$ cat src/rtl/ibr_bcm_engine_if.sv
// Streaming and cipher-core bundle for the block-cipher mode engine.
// master = engine side, slave = host/core side.
interface ibr_bcm_engine_if #(
  parameter int BLOCK_W = 128
);
  logic               in_valid;
  logic               in_ready;
  logic [BLOCK_W-1:0] in_data;
  logic               out_valid;
  logic               out_ready;
  logic [BLOCK_W-1:0] out_data;
  logic               core_start;
  logic               core_encrypt;
  logic [BLOCK_W-1:0] core_data;
  logic               core_done;
  logic [BLOCK_W-1:0] core_result;

  modport master (
    input  in_valid, in_data,
    input  out_ready,
    input  core_done, core_result,
    output in_ready,
    output out_valid, out_data,
    output core_start, core_encrypt,
    output core_data
  );

  modport slave (
    output in_valid, in_data,
    output out_ready,
    output core_done, core_result,
    input  in_ready,
    input  out_valid, out_data,
    input  core_start, core_encrypt,
    input  core_data
  );
endinterface

$ cat src/rtl/ibr_bcm_engine.sv
// Block-cipher mode-of-operation engine (ECB/CBC/CFB/OFB/CTR).
// Drives an external start/done cipher core; chain persists.
module ibr_bcm_engine #(
  parameter int BLOCK_W = 128,
  parameter int CTR_W   = 64
) (
  input  logic               Clk,
  input  logic               RstN,
  input  logic [2:0]         mode,
  input  logic               encrypt,
  input  logic               iv_load,
  input  logic [BLOCK_W-1:0] iv,
  ibr_bcm_engine_if.master   bus,
  output logic               busy,
  output logic               mode_err
);

  typedef enum logic [1:0] {
    S_IDLE,
    S_ISSUE,
    S_WAIT,
    S_OUT
  } state_t;

  localparam logic [BLOCK_W-1:0] LOW_MASK =
    {BLOCK_W{1'b1}} >> (BLOCK_W - CTR_W);
  localparam logic [BLOCK_W-1:0] ONE =
    {{(BLOCK_W-1){1'b0}}, 1'b1};

  state_t             state_q, state_d;
  logic [2:0]         mode_q, mode_d;
  logic               enc_q, enc_d;
  logic [BLOCK_W-1:0] in_q, in_d;
  logic [BLOCK_W-1:0] chain_q, chain_d;
  logic [BLOCK_W-1:0] out_q, out_d;
  logic               cst_q, cst_d;
  logic               cenc_q, cenc_d;
  logic [BLOCK_W-1:0] cdat_q, cdat_d;
  logic               rdy_q, rdy_d;

  logic               accept;
  logic [BLOCK_W-1:0] res;
  logic [BLOCK_W-1:0] ctr_nx;
  logic m_ecb, m_cbc, m_cfb, m_ofb, m_ctr;

  assign mode_err      = (mode >= 3'd5);
  assign bus.in_ready  = rdy_q && !mode_err;
  assign accept        = bus.in_valid && bus.in_ready;
  assign res           = bus.core_result;
  assign busy          = (state_q != S_IDLE);
  assign bus.out_valid = (state_q == S_OUT);
  assign bus.out_data  = out_q;
  assign bus.core_start   = cst_q;
  assign bus.core_encrypt = cenc_q;
  assign bus.core_data    = cdat_q;

  // counter increments low CTR_W bits only, no carry out
  assign ctr_nx = (chain_q & ~LOW_MASK)
                | ((chain_q + ONE) & LOW_MASK);

  assign m_ecb = (mode_q == 3'd0);
  assign m_cbc = (mode_q == 3'd1);
  assign m_cfb = (mode_q == 3'd2);
  assign m_ofb = (mode_q == 3'd3);
  assign m_ctr = (mode_q == 3'd4);

  // next-state, core issue and chaining update
  always_comb begin
    state_d = state_q;
    mode_d  = mode_q;
    enc_d   = enc_q;
    in_d    = in_q;
    chain_d = chain_q;
    out_d   = out_q;
    cst_d   = 1'b0;
    cenc_d  = cenc_q;
    cdat_d  = cdat_q;
    unique case (state_q)
      S_IDLE: begin
        if (iv_load) chain_d = iv;
        if (accept) begin
          mode_d  = mode;
          enc_d   = encrypt;
          in_d    = bus.in_data;
          state_d = S_ISSUE;
        end
      end
      S_ISSUE: begin
        cst_d   = 1'b1;
        cenc_d  = 1'b1;
        cdat_d  = chain_q;
        state_d = S_WAIT;
        unique case (1'b1)
          m_ecb: begin
            cenc_d = enc_q;
            cdat_d = in_q;
          end
          m_cbc: begin
            cenc_d = enc_q;
            cdat_d = enc_q ? (in_q ^ chain_q)
                           : in_q;
          end
          default: ;
        endcase
      end
      S_WAIT: begin
        if (bus.core_done) begin
          state_d = S_OUT;
          out_d   = res ^ in_q;
          unique case (1'b1)
            m_ecb: out_d = res;
            m_cbc: begin
              if (enc_q) begin
                out_d   = res;
                chain_d = res;
              end else begin
                out_d   = res ^ chain_q;
                chain_d = in_q;
              end
            end
            m_cfb: chain_d = enc_q ? (res ^ in_q)
                                   : in_q;
            m_ofb: chain_d = res;
            m_ctr: chain_d = ctr_nx;
            default: out_d = res;
          endcase
        end
      end
      S_OUT: begin
        if (bus.out_ready) state_d = S_IDLE;
      end
      default: state_d = S_IDLE;
    endcase
    rdy_d = (state_d == S_IDLE);
  end

  // state and datapath registers
  always_ff @(posedge Clk or negedge RstN) begin
    if (!RstN) begin
      state_q <= S_IDLE;
      mode_q  <= 3'd0;
      enc_q   <= 1'b0;
      in_q    <= '0;
      chain_q <= '0;
      out_q   <= '0;
      cst_q   <= 1'b0;
      cenc_q  <= 1'b0;
      cdat_q  <= '0;
      rdy_q   <= 1'b0;
    end else begin
      state_q <= state_d;
      mode_q  <= mode_d;
      enc_q   <= enc_d;
      in_q    <= in_d;
      chain_q <= chain_d;
      out_q   <= out_d;
      cst_q   <= cst_d;
      cenc_q  <= cenc_d;
      cdat_q  <= cdat_d;
      rdy_q   <= rdy_d;
    end
  end

endmodule

$ cat src/flat_wrapper.sv
// flat-port wrapper written by rule: the top's interface ports become plain ports
module ibr_bcm_engine_flat 
#(
  parameter int BLOCK_W = 128,
  parameter int CTR_W   = 64
)
  (Clk, RstN, mode, encrypt, iv_load, iv, busy, mode_err, bus_in_valid, bus_in_data, bus_out_ready, bus_core_done, bus_core_result, bus_in_ready, bus_out_valid, bus_out_data, bus_core_start, bus_core_encrypt, bus_core_data);
  ibr_bcm_engine_if #(.BLOCK_W(BLOCK_W)) bus_i ();
  input  logic Clk;
  input  logic RstN;
  input  logic [2:0] mode;
  input  logic encrypt;
  input  logic iv_load;
  input  logic [BLOCK_W-1:0] iv;
  output logic busy;
  output logic mode_err;
  input wire logic [$bits(bus_i.in_valid)-1:0] bus_in_valid;
  input wire logic [$bits(bus_i.in_data)-1:0] bus_in_data;
  input wire logic [$bits(bus_i.out_ready)-1:0] bus_out_ready;
  input wire logic [$bits(bus_i.core_done)-1:0] bus_core_done;
  input wire logic [$bits(bus_i.core_result)-1:0] bus_core_result;
  output wire logic [$bits(bus_i.in_ready)-1:0] bus_in_ready;
  output wire logic [$bits(bus_i.out_valid)-1:0] bus_out_valid;
  output wire logic [$bits(bus_i.out_data)-1:0] bus_out_data;
  output wire logic [$bits(bus_i.core_start)-1:0] bus_core_start;
  output wire logic [$bits(bus_i.core_encrypt)-1:0] bus_core_encrypt;
  output wire logic [$bits(bus_i.core_data)-1:0] bus_core_data;
  assign bus_i.in_valid = bus_in_valid;
  assign bus_i.in_data = bus_in_data;
  assign bus_i.out_ready = bus_out_ready;
  assign bus_i.core_done = bus_core_done;
  assign bus_i.core_result = bus_core_result;
  assign bus_in_ready = bus_i.in_ready;
  assign bus_out_valid = bus_i.out_valid;
  assign bus_out_data = bus_i.out_data;
  assign bus_core_start = bus_i.core_start;
  assign bus_core_encrypt = bus_i.core_encrypt;
  assign bus_core_data = bus_i.core_data;
  ibr_bcm_engine #(.BLOCK_W(BLOCK_W), .CTR_W(CTR_W)) u_core (.Clk(Clk), .RstN(RstN), .mode(mode), .encrypt(encrypt), .iv_load(iv_load), .iv(iv), .bus(bus_i), .busy(busy), .mode_err(mode_err));
endmodule
$ cat config.mk
export PLATFORM = sky130hd
export DESIGN_NAME = ibr_bcm_engine_flat
export DESIGN_NICKNAME = d
export VERILOG_FILES = /design/src/rtl/ibr_bcm_engine_if.sv /design/src/rtl/ibr_bcm_engine.sv /design/src/flat_wrapper.sv
export SDC_FILE = /design/constraint.sdc
export NUM_CORES = 2
export LEC_CHECK = 0
export BUFFER_PORTS_ARGS = -buffer_cell sky130_fd_sc_hd__buf_2
export CORE_MARGIN = 10
export CORE_UTILIZATION = 50
export CTS_CLUSTER_DIAMETER = 200
export CTS_CLUSTER_SIZE = 25
export DETAILED_ROUTE_END_ITERATION = 10
export PLACE_DENSITY_LB_ADDON = 0.25
export SLEW_MARGIN = 0
export SYNTH_ARGS = -nofsm -noshare
export SYNTH_HDL_FRONTEND = slang
export SYNTH_SLANG_ARGS = --single-unit
$ cat constraint.sdc
create_clock -name Clk -period 2.6 [get_ports Clk]
set_input_delay 0.52 -clock Clk [delete_from_list [all_inputs] [get_ports Clk]]
set_output_delay 0.52 -clock Clk [all_outputs]
set_load 0.03 [all_outputs]
== Yosys cells after proc, flatten, opt, wreduce, memory -nomap -nowiden ==
Index checks and enable logic that the tools add are counted.
Storage, ports and cells
  register bits: 521
  bits of input ports: 394
  output and inout bits: 262
  logic and storage cells: 55
Cells by class
  $add $sub $neg: 1
  order comparisons: 1
  eq/ne operators: 10
  multiplexer cells: 16
  bitwise operators: 4
  reduce and logical (&&, ||, !) cells: 13
Operator list (number)
  2-to-1 mux 128 bit: 6
  case mux 128 bit (2 select lines): 3
  case mux 128 bit (4 select lines): 1
  XOR 128 bit: 3
  bitwise OR 128 x 64 -> 128 bit: 1
  adder 64 x 1 -> 64 bit (second input constant): 1
  case mux 2 bit (4 select lines): 1
  == test 3 x 2 -> 1 bit (second input constant): 2
  2-to-1 mux 2 bit: 3
  inequality test 5 x 1 -> 1 bit (second input constant): 1
  == test 2 bit (second input constant): 2
  zero test 2 bit: 2
  inequality test 2 bit (second input constant): 2
  AND reduction 2 bit: 2
  AND reduction 4 bit: 1
  nonzero test 2 bit: 2
  == test 3 x 1 -> 1 bit (second input constant): 1
  == test 3 bit (second input constant): 1
  >= comparator 3 bit (second input constant): 1
  zero test 3 bit: 1
  OR reduction 3 bit: 1
  == test 2 x 1 -> 1 bit (second input constant): 1
  logical AND 1 bit: 2
  2-to-1 mux 1 bit: 2
  other kinds (2): 2

== Longest topological paths before layout ==
  depth after elaboration: 7
  gate-level depth with buffers: 10
  gate-level depth less buffers: 7

== Worst setup path before layout ==
OpenSTA, ideal clock, no wires.
  kind: register to register
  from: register u_core.chain_q[0]
  to: register u_core.chain_q[62]
  setup time: 0.087 ns
  arrival time: 2.387 ns
  data required time: 2.513 ns
  path slack: 0.126 ns
  cell stages (with the launch flop): 9
  buffers on the path: 1
  clock period less this slack: 2.474 ns
  path through: dfrtp_1 -> ha_1 -> nand4_1 -> or4_1 -> buf_2 -> or2_1 -> nor3_1 -> mux2_2 -> o211ai_1
On the way
  cells in the longest elaborated chain, start to end: 5
RTL lines
  from (decl): RTL line ibr_bcm_engine.sv:34  | logic [BLOCK_W-1:0] chain_q, chain_d;
  from (signal assigned): RTL line ibr_bcm_engine.sv:155  | chain_q <= chain_d;
  adder 64 x 1 -> 64 bit: RTL line ibr_bcm_engine.sv:59  | | ((chain_q + ONE) & LOW_MASK);
  bitwise OR 128 x 64 -> 128 bit: RTL line ibr_bcm_engine.sv:59
  case mux 128 bit (4 select lines): RTL line ibr_bcm_engine.sv:110  | unique case (1'b1)
  2-to-1 mux 128 bit: RTL line ibr_bcm_engine.sv:107  | if (bus.core_done) begin
  case mux 128 bit (2 select lines): RTL line ibr_bcm_engine.sv:78  | unique case (state_q)
No other way between the ends. The select of a mux whose other input is x is not followed.
A chain may end at the register's enable or synchronous reset.

== Worst setup path after layout ==
  from: register u_core.mode_q[2]
  to: register u_core.chain_q[28]
On the way
  cells in the longest elaborated chain, start to end: 4
  elaborated cells on any way between the ends: 9
  those cells by class: eq/ne (5); mux (3); reduce/logical (1)
RTL lines
  from (decl): RTL line ibr_bcm_engine.sv:31  | logic [2:0] mode_q, mode_d;
  from (signal assigned): RTL line ibr_bcm_engine.sv:152  | mode_q <= mode_d;
  == test 3 bit, or another cell as far along: RTL line ibr_bcm_engine.sv:65  | assign m_ctr = (mode_q == 3'd4);
  case mux 128 bit (4 select lines): RTL line ibr_bcm_engine.sv:110
  2-to-1 mux 128 bit: RTL line ibr_bcm_engine.sv:107
  case mux 128 bit (2 select lines): RTL line ibr_bcm_engine.sv:78
Parallel ways exist; a longest one is shown, timed or not. The select of a mux whose other input is x is not followed.

==> results.md <==
* Outcome: finished, violations left
* Failing checks: setup timing
* Via count at around 34000
* Die ar. at 74100 um^2
* Synth cell types at 83
* Capture point of the worst reg-to-reg path: u_core.chain_q[28]
* First-pass GRT wire length at 199000 um
* Leakage at between 15 and 20 nW
* Vias/cell at between 6 and 7
* Area after DPL at 36800 um^2
* Hpwl dp at 94500 um
* Core area at ~63000 um^2
* Slew Viols, Final at 0
* Clock latency on the worst-skew pair at between 0.6 and 0.7 ns
* Endpoint type of the worst setup path: flip-flop
* Root buffer cell: clkbuf_16
* Number of top-level pins at about 660
* Row Count at 92
* Initial Utilization at 0.505
* Crit share post-route at 1.01
* Synth warn at 0
* Worst-path maximum fanout at 89
* Layout cell share with drive strength beyond 1 at 0.250
* Mapped Area at around 32000 um^2
* Final min period at ~2.6 ns
* Post-Route Skew at about 0.022 ns
* Syn Nets at 4177
* Final hold violation count at 0
* Syn Inst Count at approximately 3800
* GRT Util Overall at 0.343
* Vias in the first global route at between 30000 and 40000
* EDFF count, synth at 0
* Post-synthesis register bit count at between 500 and 600
* # DRC at 0
* Placer Congestion at roughly 1
* Worst R2R Path Depth at 9
* Drt total wl at approximately 130000 um
* R2R setup slack at -0.02 ns
* Number of max-cap violations at 0
* Maximum number of pins on one net before global-route repair at 110
* Fin util at 0.595
* Hold path startpoint: bus_in_data[0]
* Port Buffer Count at approximately 660
* Slew headroom at 0.269
* Slack of the critical path at -0.0176 ns
* Peak VDD IR at approximately 830 uV
* CTS tree: yes
* Grt ovf at 0
* Fmax at ~380 MHz
* Setup violations, final at 1
* Nets at between 4000 and 5000
* Seq/Total Area, Yosys at 0.410
* Cell depth of the worst hold path at 2
* Ys flop type: dfrtp_1
* Initial antenna violation count at 37
* Critical path launch point type: flip-flop
* H-tree depth at 1
* Hold Path End: u_core.in_q[0]
* Die boundary width at between 200 and 300 um
* Total CTS buffers at 24
* Die height at roughly 270 um
* Register clock-pin slew on the reported worst setup and hold paths at about 0.12 ns
* Req. time, crit path at 3.15 ns
* Power density over the cells at roughly 1500 nW/um^2
* Async SR Flop Fraction at 1.00
* Post-CTS Setup Bufs at 0
* Hold Crit Class: in -> reg
* Area share of the leading cell type in the synthesized netlist at 0.410
* CTS Buffer Depth at 3
* Clock sinks at ~520
* Leading area contributor after synthesis: dfrtp_1
* Synth top cells by count: 521 x dfrtp_1, 489 x nand2_1, 385 x o21ai_0
* WL/cell at about 26 um
* Worst-Margin Slew at 1.10 ns
* CP arrival at between 3 and 4 ns
* Most numerous cell in the Yosys netlist: dfrtp_1
* Design Power at 54.8 mW
* Crit Path Class: reg -> reg
* Reg-to-Reg Start: u_core.mode_q[2]
* Initial DRC Count at between 3000 and 4000
* Top post-synthesis cells by area: dfrtp_1 41%, o21ai_0 6.1%, nand2_1 5.8%, a21oi_1 5.3%, mux2_2 5.0%
* 1st-pass router iterations at 10
* Setup_tns at -0.0176 ns
* Syn avg cell area at about 8.4 um^2
* Non-filler cells in the finished layout at 5147
* Final non-filler cell area at between 30000 and 40000 um^2
* Placed cell count at approximately 5100
* Area Overhead vs Synth at 18.0%
* Routed Antenna Nets at 0
state kept, by name (all words and copies together), names as in the netlist:
signal                   count
u_core.bus.core_data       128
u_core.bus.core_encrypt      1
u_core.bus.core_start        1
u_core.bus.out_data        128
u_core.chain_q             128
u_core.enc_q                 1
u_core.in_q                128
u_core.mode_q                3
u_core.rdy_q                 1
u_core.state_q               2
cells in the final DEF, fill, tap and decap left out, types with 47 or more instances in the layout:
| master | instances |
|---|---|
| buf_2 | 654 |
| dfrtp_1 | 519 |
| nand2_1 | 487 |
| o21ai_0 | 384 |
| a21oi_1 | 334 |
| nor2_1 | 251 |
| o22ai_1 | 233 |
| buf_4 | 155 |
| o31ai_1 | 142 |
| mux2_2 | 140 |
| xor2_1 | 134 |
| a22oi_1 | 130 |
| a31oi_1 | 75 |
| nand3_1 | 55 |
| nand2b_1 | 52 |
| a22o_1 | 47 |
what timing repair did:
| action | CTS | global route |
|---|---|---|
| hold buffers | 1 | 0 |
| pin swaps | 0 | 1 |
| endpoints found under the setup margin | 1 | 2 |
| resized for setup | 1 | 1 |
| endpoints found under the hold margin | 37 | 0 |
worst max-delay path, cell delays in order, from the launching register on:
cell	delay [ns]
dfrtp_1	0.46
buf_4	0.22
or3b_4	0.43
buf_12	0.22
a21oi_1	0.32
buf_4	0.19
o21ai_0	0.12
o211ai_1	0.19
o21ai_0	0.10
o21ai_0	0.08
area by class of cell:
type | instances | area, um^2
timing repair buffer | 854 | 5320
sequential | 521 | 13000
inverter | 13 | 48.8
multi-input combinational | 2864 | 17400
fill | 5779 | 25500
clock inverter | 1 | 30.0
tap | 846 | 1060
antenna | 21 | 52.6
clock buffer | 27 | 633
cell families (layout without fill, tap and decap cells):
kind of cell,count (synthesis),in the layout,synth area share
xor gates and xnor gates,142,142,0.0391
AOI/OAI and AO/OA,1553,1553,0.304
adders and majority gates,1,1,0.000393
buffers and inverters,397,895,0.0504
and+or+nand+nor,1019,1019,0.144
muxes,149,149,0.0524
DFF,521,521,0.410
other,0,21,0
how the worst max path moves through the flow:
stage	startpoint	to	slack (ns)	cells after the start
final	u_core.mode_q[2]	u_core.chain_q[28]	-0.02	9
after global routing	u_core.mode_q[2]	u_core.chain_q[28]	-0.09	9
after CTS	u_core.chain_q[0]	u_core.chain_q[62]	0.11	7
after detailed placement	u_core.chain_q[0]	u_core.chain_q[58]	-0.002	8
after global placement	u_core.chain_q[0]	u_core.chain_q[58]	0.06	8
after floorplan	u_core.chain_q[0]	u_core.chain_q[62]	0.13	8
power by group:
part / internal, mW / switching, mW / total [mW]
Sequential: 11.9 / 4.58 / 16.5
Clock: 1.84 / 2.80 / 4.64
Combinational: 12.1 / 21.6 / 33.7
through the flow:
step,hold WS (ns),setup slack [ns]
6_report,0.117,-0.0176
3_3_place_gp,0.456,0.0629
3_5_place_dp,0.462,-0.00249
4_1_cts,0.103,0.113
5_1_grt,0.118,-0.0856
2_1_floorplan,0.224,0.126
per-layer routing:
metal	vias to the layer above	track usage	part of all wire
met1	16267	0.427	0.37
met2	2201	0.548	0.47
met3	424	0.0840	0.11
met5	-	0	0.0018
li1	14938	-	-
met4	34	0.175	0.052
Power figures use the tool's default switching activity.
